`src/rtl/keypad_pkg.sv`:
```
// Shared constants and helpers for the 4x4 matrix keypad scanner.
// Key map layout: bit 4*row+col is the key at (row, col).
package keypad_pkg;

    localparam int KP_ROWS = 4;
    localparam int KP_COLS = 4;
    localparam int KP_KEYS = KP_ROWS * KP_COLS;

    function automatic logic [3:0] key_index(input logic [1:0] row, input logic [1:0] col);
        return {row, col};
    endfunction

    function automatic logic [3:0] lowest_set(input logic [KP_KEYS-1:0] map);
        logic [3:0] idx;
        idx = 4'd0;
        for (int i = KP_KEYS - 1; i >= 0; i--) begin
            if (map[i]) begin
                idx = 4'(i);
            end
        end
        return idx;
    endfunction

    // Two columns sharing two pressed rows form a rectangle; the fourth corner may be a ghost.
    function automatic logic is_ghost(input logic [KP_KEYS-1:0] map);
        logic found;
        int   shared;
        found = 1'b0;
        for (int i = 0; i < KP_COLS; i++) begin
            for (int j = i + 1; j < KP_COLS; j++) begin
                shared = 0;
                for (int r = 0; r < KP_ROWS; r++) begin
                    if (map[key_index(2'(r), 2'(i))] && map[key_index(2'(r), 2'(j))]) begin
                        shared = shared + 1;
                    end
                end
                if (shared >= 2) begin
                    found = 1'b1;
                end
            end
        end
        return found;
    endfunction

endpackage

```
`src/rtl/keypad_debouncer.sv`:
```
// Frame-level debouncer: publishes the key map once DEBOUNCE_CNT identical frames are seen.
// Define KP_GHOST_MASK_EN to reject ambiguous (rectangle) frames.
module keypad_debouncer
    import keypad_pkg::*;
#(
    parameter int DEBOUNCE_CNT = 4
)
(
    input  logic               clock,
    input  logic               reset,
    input  logic               i_frame_done,
    input  logic [KP_KEYS-1:0] i_frame,
    output logic [KP_KEYS-1:0] o_val,
    output logic               o_valid,
    output logic               o_any,
    output logic [3:0]         o_code
);

    localparam int            SW         = (DEBOUNCE_CNT > 1) ? $clog2(DEBOUNCE_CNT) : 1;
    localparam logic [SW-1:0] STABLE_MAX = SW'(DEBOUNCE_CNT - 1);

    logic [KP_KEYS-1:0] r_prev;
    logic [SW-1:0]      r_stable;
    logic [KP_KEYS-1:0] r_val;
    logic               r_valid;
    logic               r_any;
    logic [3:0]         r_code;

    logic               w_ghost;
    logic               w_same;
    logic               w_publish;
    logic [SW-1:0]      w_stable_next;

`ifdef KP_GHOST_MASK_EN
    assign w_ghost = is_ghost(i_frame);
`else
    assign w_ghost = 1'b0;
`endif

    // An ambiguous frame never counts as a repeat, so it also restarts qualification.
    assign w_same = (i_frame == r_prev) && !w_ghost;

    always_comb begin
        w_stable_next = '0;
        if (w_same) begin
            w_stable_next = (r_stable == STABLE_MAX) ? r_stable : r_stable + 1'b1;
        end
    end

    assign w_publish = (w_stable_next == STABLE_MAX) && (i_frame != r_val) && !w_ghost;

    always_ff @(posedge clock or posedge reset) begin
        if (reset) begin
            r_prev   <= '0;
            r_stable <= '0;
        end else if (i_frame_done) begin
            r_prev   <= i_frame;
            r_stable <= w_stable_next;
        end
    end

    always_ff @(posedge clock or posedge reset) begin
        if (reset) begin
            r_val   <= '0;
            r_valid <= 1'b0;
            r_any   <= 1'b0;
            r_code  <= 4'd0;
        end else begin
            r_valid <= 1'b0;
            if (i_frame_done && w_publish) begin
                r_val   <= i_frame;
                r_valid <= 1'b1;
                r_any   <= |i_frame;
                r_code  <= lowest_set(i_frame);
            end
        end
    end

    assign o_val   = r_val;
    assign o_valid = r_valid;
    assign o_any   = r_any;
    assign o_code  = r_code;

endmodule

```
`src/rtl/keypad_scanner.sv`:
```
// 4x4 keypad scanner top: row synchroniser, column scan timing and frame assembly.
// Optional ghost rejection in the debouncer is enabled with KP_GHOST_MASK_EN.
module keypad_scanner
    import keypad_pkg::*;
#(
    parameter int SCAN_DIV     = 1000,
    parameter int DEBOUNCE_CNT = 4
)
(
    input  logic        clock,
    input  logic        reset,
    input  logic [3:0]  kp_row,
    output logic [3:0]  kp_col,
    output logic [15:0] kp_val,
    output logic        kp_valid,
    output logic        kp_any,
    output logic [3:0]  kp_code
);

    localparam int            DW       = $clog2(SCAN_DIV);
    localparam logic [DW-1:0] DIV_LAST = DW'(SCAN_DIV - 1);

    logic [KP_ROWS-1:0] r_row_meta;
    logic [KP_ROWS-1:0] r_row_sync;
    logic [DW-1:0]      r_div;
    logic [1:0]         r_col_idx;
    logic [3:0]         r_col_drv;
    logic [KP_KEYS-1:0] r_frame;

    logic [KP_ROWS-1:0] w_rows_pressed;
    logic               w_sample;
    logic               w_frame_done;
    logic [1:0]         w_col_next;
    logic [KP_KEYS-1:0] w_frame_next;

    always_ff @(posedge clock or posedge reset) begin
        if (reset) begin
            r_row_meta <= '1;
            r_row_sync <= '1;
        end else begin
            r_row_meta <= kp_row;
            r_row_sync <= r_row_meta;
        end
    end

    assign w_rows_pressed = ~r_row_sync;
    assign w_sample       = (r_div == DIV_LAST);
    assign w_col_next     = r_col_idx + 2'd1;
    assign w_frame_done   = w_sample && (r_col_idx == 2'd3);

    // Column drive is registered from the next index so the pins never glitch.
    always_ff @(posedge clock or posedge reset) begin
        if (reset) begin
            r_div     <= '0;
            r_col_idx <= 2'd0;
            r_col_drv <= 4'b1110;
        end else if (w_sample) begin
            r_div     <= '0;
            r_col_idx <= w_col_next;
            r_col_drv <= ~(4'b0001 << w_col_next);
        end else begin
            r_div     <= r_div + 1'b1;
        end
    end

    always_comb begin
        w_frame_next = r_frame;
        for (int r = 0; r < KP_ROWS; r++) begin
            w_frame_next[key_index(2'(r), r_col_idx)] = w_rows_pressed[r];
        end
    end

    always_ff @(posedge clock or posedge reset) begin
        if (reset) begin
            r_frame <= '0;
        end else if (w_sample) begin
            r_frame <= w_frame_next;
        end
    end

    assign kp_col = r_col_drv;

    keypad_debouncer #(
        .DEBOUNCE_CNT (DEBOUNCE_CNT)
    ) u_debouncer (
        .clock        (clock),
        .reset        (reset),
        .i_frame_done (w_frame_done),
        .i_frame      (w_frame_next),
        .o_val        (kp_val),
        .o_valid      (kp_valid),
        .o_any        (kp_any),
        .o_code       (kp_code)
    );

endmodule

```
`config.mk`:
```
export PLATFORM = sky130hd
export DESIGN_NAME = keypad_scanner
export DESIGN_NICKNAME = d
export VERILOG_FILES = /design/src/rtl/keypad_pkg.sv /design/src/rtl/keypad_debouncer.sv /design/src/rtl/keypad_scanner.sv
export SDC_FILE = /design/constraint.sdc
export NUM_CORES = 1
export LEC_CHECK = 0
export CAP_MARGIN = 20
export CORE_MARGIN = 2
export CORE_UTILIZATION = 25
export CTS_BUF_LIST = sky130_fd_sc_hd__clkbuf_16
export CTS_CLUSTER_DIAMETER = 150
export DETAILED_ROUTE_END_ITERATION = 7
export PLACE_DENSITY = 0.43
export SYNTH_ARGS = -nofsm -noshare
export SYNTH_HDL_FRONTEND = slang
export SYNTH_HIERARCHICAL = 1
export SYNTH_SLANG_ARGS = --single-unit
```
`constraint.sdc`:
```
create_clock -name clock -period 2.95 [get_ports clock]
set_input_delay 0.59 -clock clock [delete_from_list [all_inputs] [get_ports clock]]
set_output_delay 0.59 -clock clock [all_outputs]
set_load 0.01 [all_outputs]
```
==> results.py <==
metrics = {
    "global_routing": {
        "grt_overflow": 0,
        "grt_max_degree": 41,
        "grt_antenna_before_repair": 0,
        "grt_use_total": 0.115,
        "grt_pass1_vias": 2627,
        "grt_pass1_wl_um": 14400,
    },
    "setup_path": {
        "r2r-end": "u_debouncer/o_val[7]",
        "path_max_fanout": 7,
        "required_ns": 3.18,
        "critPathKind": "flop to flop",
        "cp-end-kind": "flop",
        "startpoint": "r_col_idx[0]",
        "critPathMostFrequentCell": "buf_4",
        "reg2reg_depth": 12,
        "critPathArrivalTime_ns": 3.01,
        "cp_num_buf_inv": 4,
        "cp_slowest_stage_delay_ns": 0.41,
        "timing.rr.start": "r_col_idx[0]",
        "rrSetupSlack_ns": 0.17,
        "cp-start-kind": "flop",
        "slowest_stage": "dfrtp_2",
        "crit_chain": "inv_2 > ha_1 > buf_4 > nor2_1 > a21oi_2 > buf_4 > xnor2_2 > nand4_1 > nor4_2 > or3_4 > buf_4 > mux2_4",
        "cp_top_family": "simple AND/OR/NAND/NOR gates",
    },
    "final_layout": {
        "diodes": 0,
        "final_area_um2": 5030,
        "drive_above_1_share": 0.344,
        "area_growth_pct": 26.7,
        "nNetsFinal": 399,
        "fillCellCount": 1583,
    },
    "yosys": {
        "synthFlopType": "dfrtp_1",
        "synthArstFlopShare": 1.00,
        "synthSimpleGateAreaFrac": 0.110,
        "yosysWarningCount": 6,
        "synth_edf_count": 0,
        "syn_nets": 346,
        "synth-xor-area-share": 0.0839,
        "synthDistinctLibCells": 43,
        "synthCells": 332,
        "synth_seq_area_share": 0.508,
        "synthAdderAreaFrac": 0.0252,
        "synth_top_family_by_area": "multiplexers",
        "synth_compound_area_frac": 0.0590,
        "syn-cell-area_um2": 3970,
        "synth_mux_area_frac": 0.165,
        "ys_ff_latch": 80,
        "synth.avg_cell_area_um2": 12.0,
    },
    "cts": {
        "cts_buffers": 9,
        "h-tree-depth": 3,
        "holdBufCountCts": 0,
        "cts_buffer_depth": 2,
        "clk_transition_reported_paths_ns": 0.06,
        "cts.sinks": 80,
        "root_buffer": "clkbuf_16",
        "worstSkewPairLatency_ns": 0.35,
        "cts_tree": "done",
    },
    "floorplan": {
        "fp.coreArea_um2": 15700,
        "rows": 46,
        "die_w_um": 130,
        "die_height_um": 130,
        "io_pins": 32,
        "dieArea_um2": 16900,
        "start_util": 0.253,
    },
    "sta": {
        "finalCritPeriodShare": 0.943,
        "drv_slew": 0,
        "finalHoldViolCount": 0,
        "rsz0062_at_grt": "no",
        "tightest_slew_ns": 0.650,
        "setup_viol": 0,
        "fin_tns_setup_ns": 0,
        "post-route-min-period_ns": 2.78,
        "skew_ns": 0.00847,
        "max_freq_mhz": 359,
        "relSlewSlack": 0.563,
        "setup_ws_ns": 0.167,
    },
    "detailed_routing": {
        "vias": 2564,
        "drtIter0Drc": 116,
        "first_pass_iters": 4,
        "antenna_left": 0,
        "wl_um": 8960,
        "drc": 0,
        "viasPerCell": 4.23,
        "wl_per_cell_um": 14.8,
    },
    "min_path": {
        "hp-class": "flop to flop",
        "min_from": "r_row_meta[3]",
        "hold_end": "r_row_sync[3]",
        "min_path_cells": 0,
    },
    "placed_design": {
        "routabilityCongestion": 0.779,
        "io_buffers": 31,
        "dp.final_hpwl_um": 6360,
        "pre_cts_ws_ns": 0.0506,
        "dpl_cell_area_um2": 4650,
    },
    "pwr": {
        "leakage_nw": 2.36,
        "powerDensity_nw_per_um2": 454,
        "power_mw": 2.28,
        "irDropWorstVdd_mv": 0.236,
    },
    "outcome": {
        "status": "finished clean",
    },
    "run": {
        "drv_cap": 0,
    },
}
==> logic make-up after synthesis <==
group           Yosys count
flops                    80
simple gates             77
mux                      54
compound gates           39
xor+xnor                 38
buf+inv                  36
fa+ha+maj                 8
==> through the flow <==
stage	instances	hold slack, ns	utilization
finish	606	0.357	0.320
global route	606	0.364	0.320
CTS	604	0.358	0.314
detailed placement	588	0.347	0.296
global placement	588	0.347	0.296
floorplan	332	0.345	-
==> area by class of cell <==
class                      count  area, um^2  area share
clock buffer                   9         225      0.0448
sequential                    80        2020       0.401
clock inverter                 7        65.1      0.0129
inverter                      14        52.6      0.0104
timing repair buffer          64         566       0.112
tap                          216         270      0.0537
multi-input combinational    216        1830       0.364
==> cell usage in the layout (no fill, tap or decap), drive strengths merged, types with 11 or more instances in the layout <==
cell type      instances
xor2                  17
clkdlybuf4s50         31
dfstp                 11
inv                   16
mux2                  49
xnor2                 21
dfrtp                 69
nor2                  26
a21oi                 22
nand2                 13
buf                   33
==> synth_stat cells (all sizes together), types with 5 or more instances <==
cell    instances  area [um^2]
xnor2          21          184
o21ai           7         35.0
a21oi          22          110
inv            14         52.6
nor2           26         97.6
and2            5         31.3
dfstp          11          289
xor2           17          149
nand4           7         65.1
buf            12          105
nand3           7         35.0
ha              8          100
nand2          13         48.8
dfrtp          69         1730
mux2           49          604
clkbuf         10         37.5
mux2i           5         50.1
nor4            7         71.3
==> state kept, by name (all words and copies together) (netlist names) <==
signal and flops:
r_frame 16, u_debouncer/o_val 16, u_debouncer/r_prev 16, r_div 10, kp_col 4, r_row_meta 4
r_row_sync 4, u_debouncer/o_code 4, r_col_idx 2, u_debouncer/r_stable 2, u_debouncer/o_any 1, u_debouncer/o_valid 1
==> metal layers <==
metal  GRT usage  wire length, um
met1       0.153             4370
met2       0.168             3990
met3      0.0299              340
met4      0.0645              256
met5           0                0
==> how the worst max path moves through the flow <==
stage	to	slack, ns	cells past startpoint
after CTS	u_debouncer/o_val[6]	0.03	11
after global routing	u_debouncer/o_val[10]	0.02	12
after global placement	u_debouncer/o_val[5]	0.11	11
after floorplan	u_debouncer/o_val[0]	0.005	12
after detailed placement	u_debouncer/o_val[8]	0.05	11
final	u_debouncer/o_val[7]	0.17	12
==> timing repair <==
| action | in CTS | in global routing |
|---|---|---|
| setup buffers | 0 | 2 |
| setup endpoints to repair | 0 | 21 |
| gates resized for setup | 0 | 20 |
==> report_power, final <==
part	total [mW]	switching, mW	internal (mW)
registers	1.11	0.00637	1.11
clock network	1.10	0.451	0.649
logic	0.0683	0.0446	0.0237
total	2.28	0.502	1.78
(Power assumes the default switching activity.)
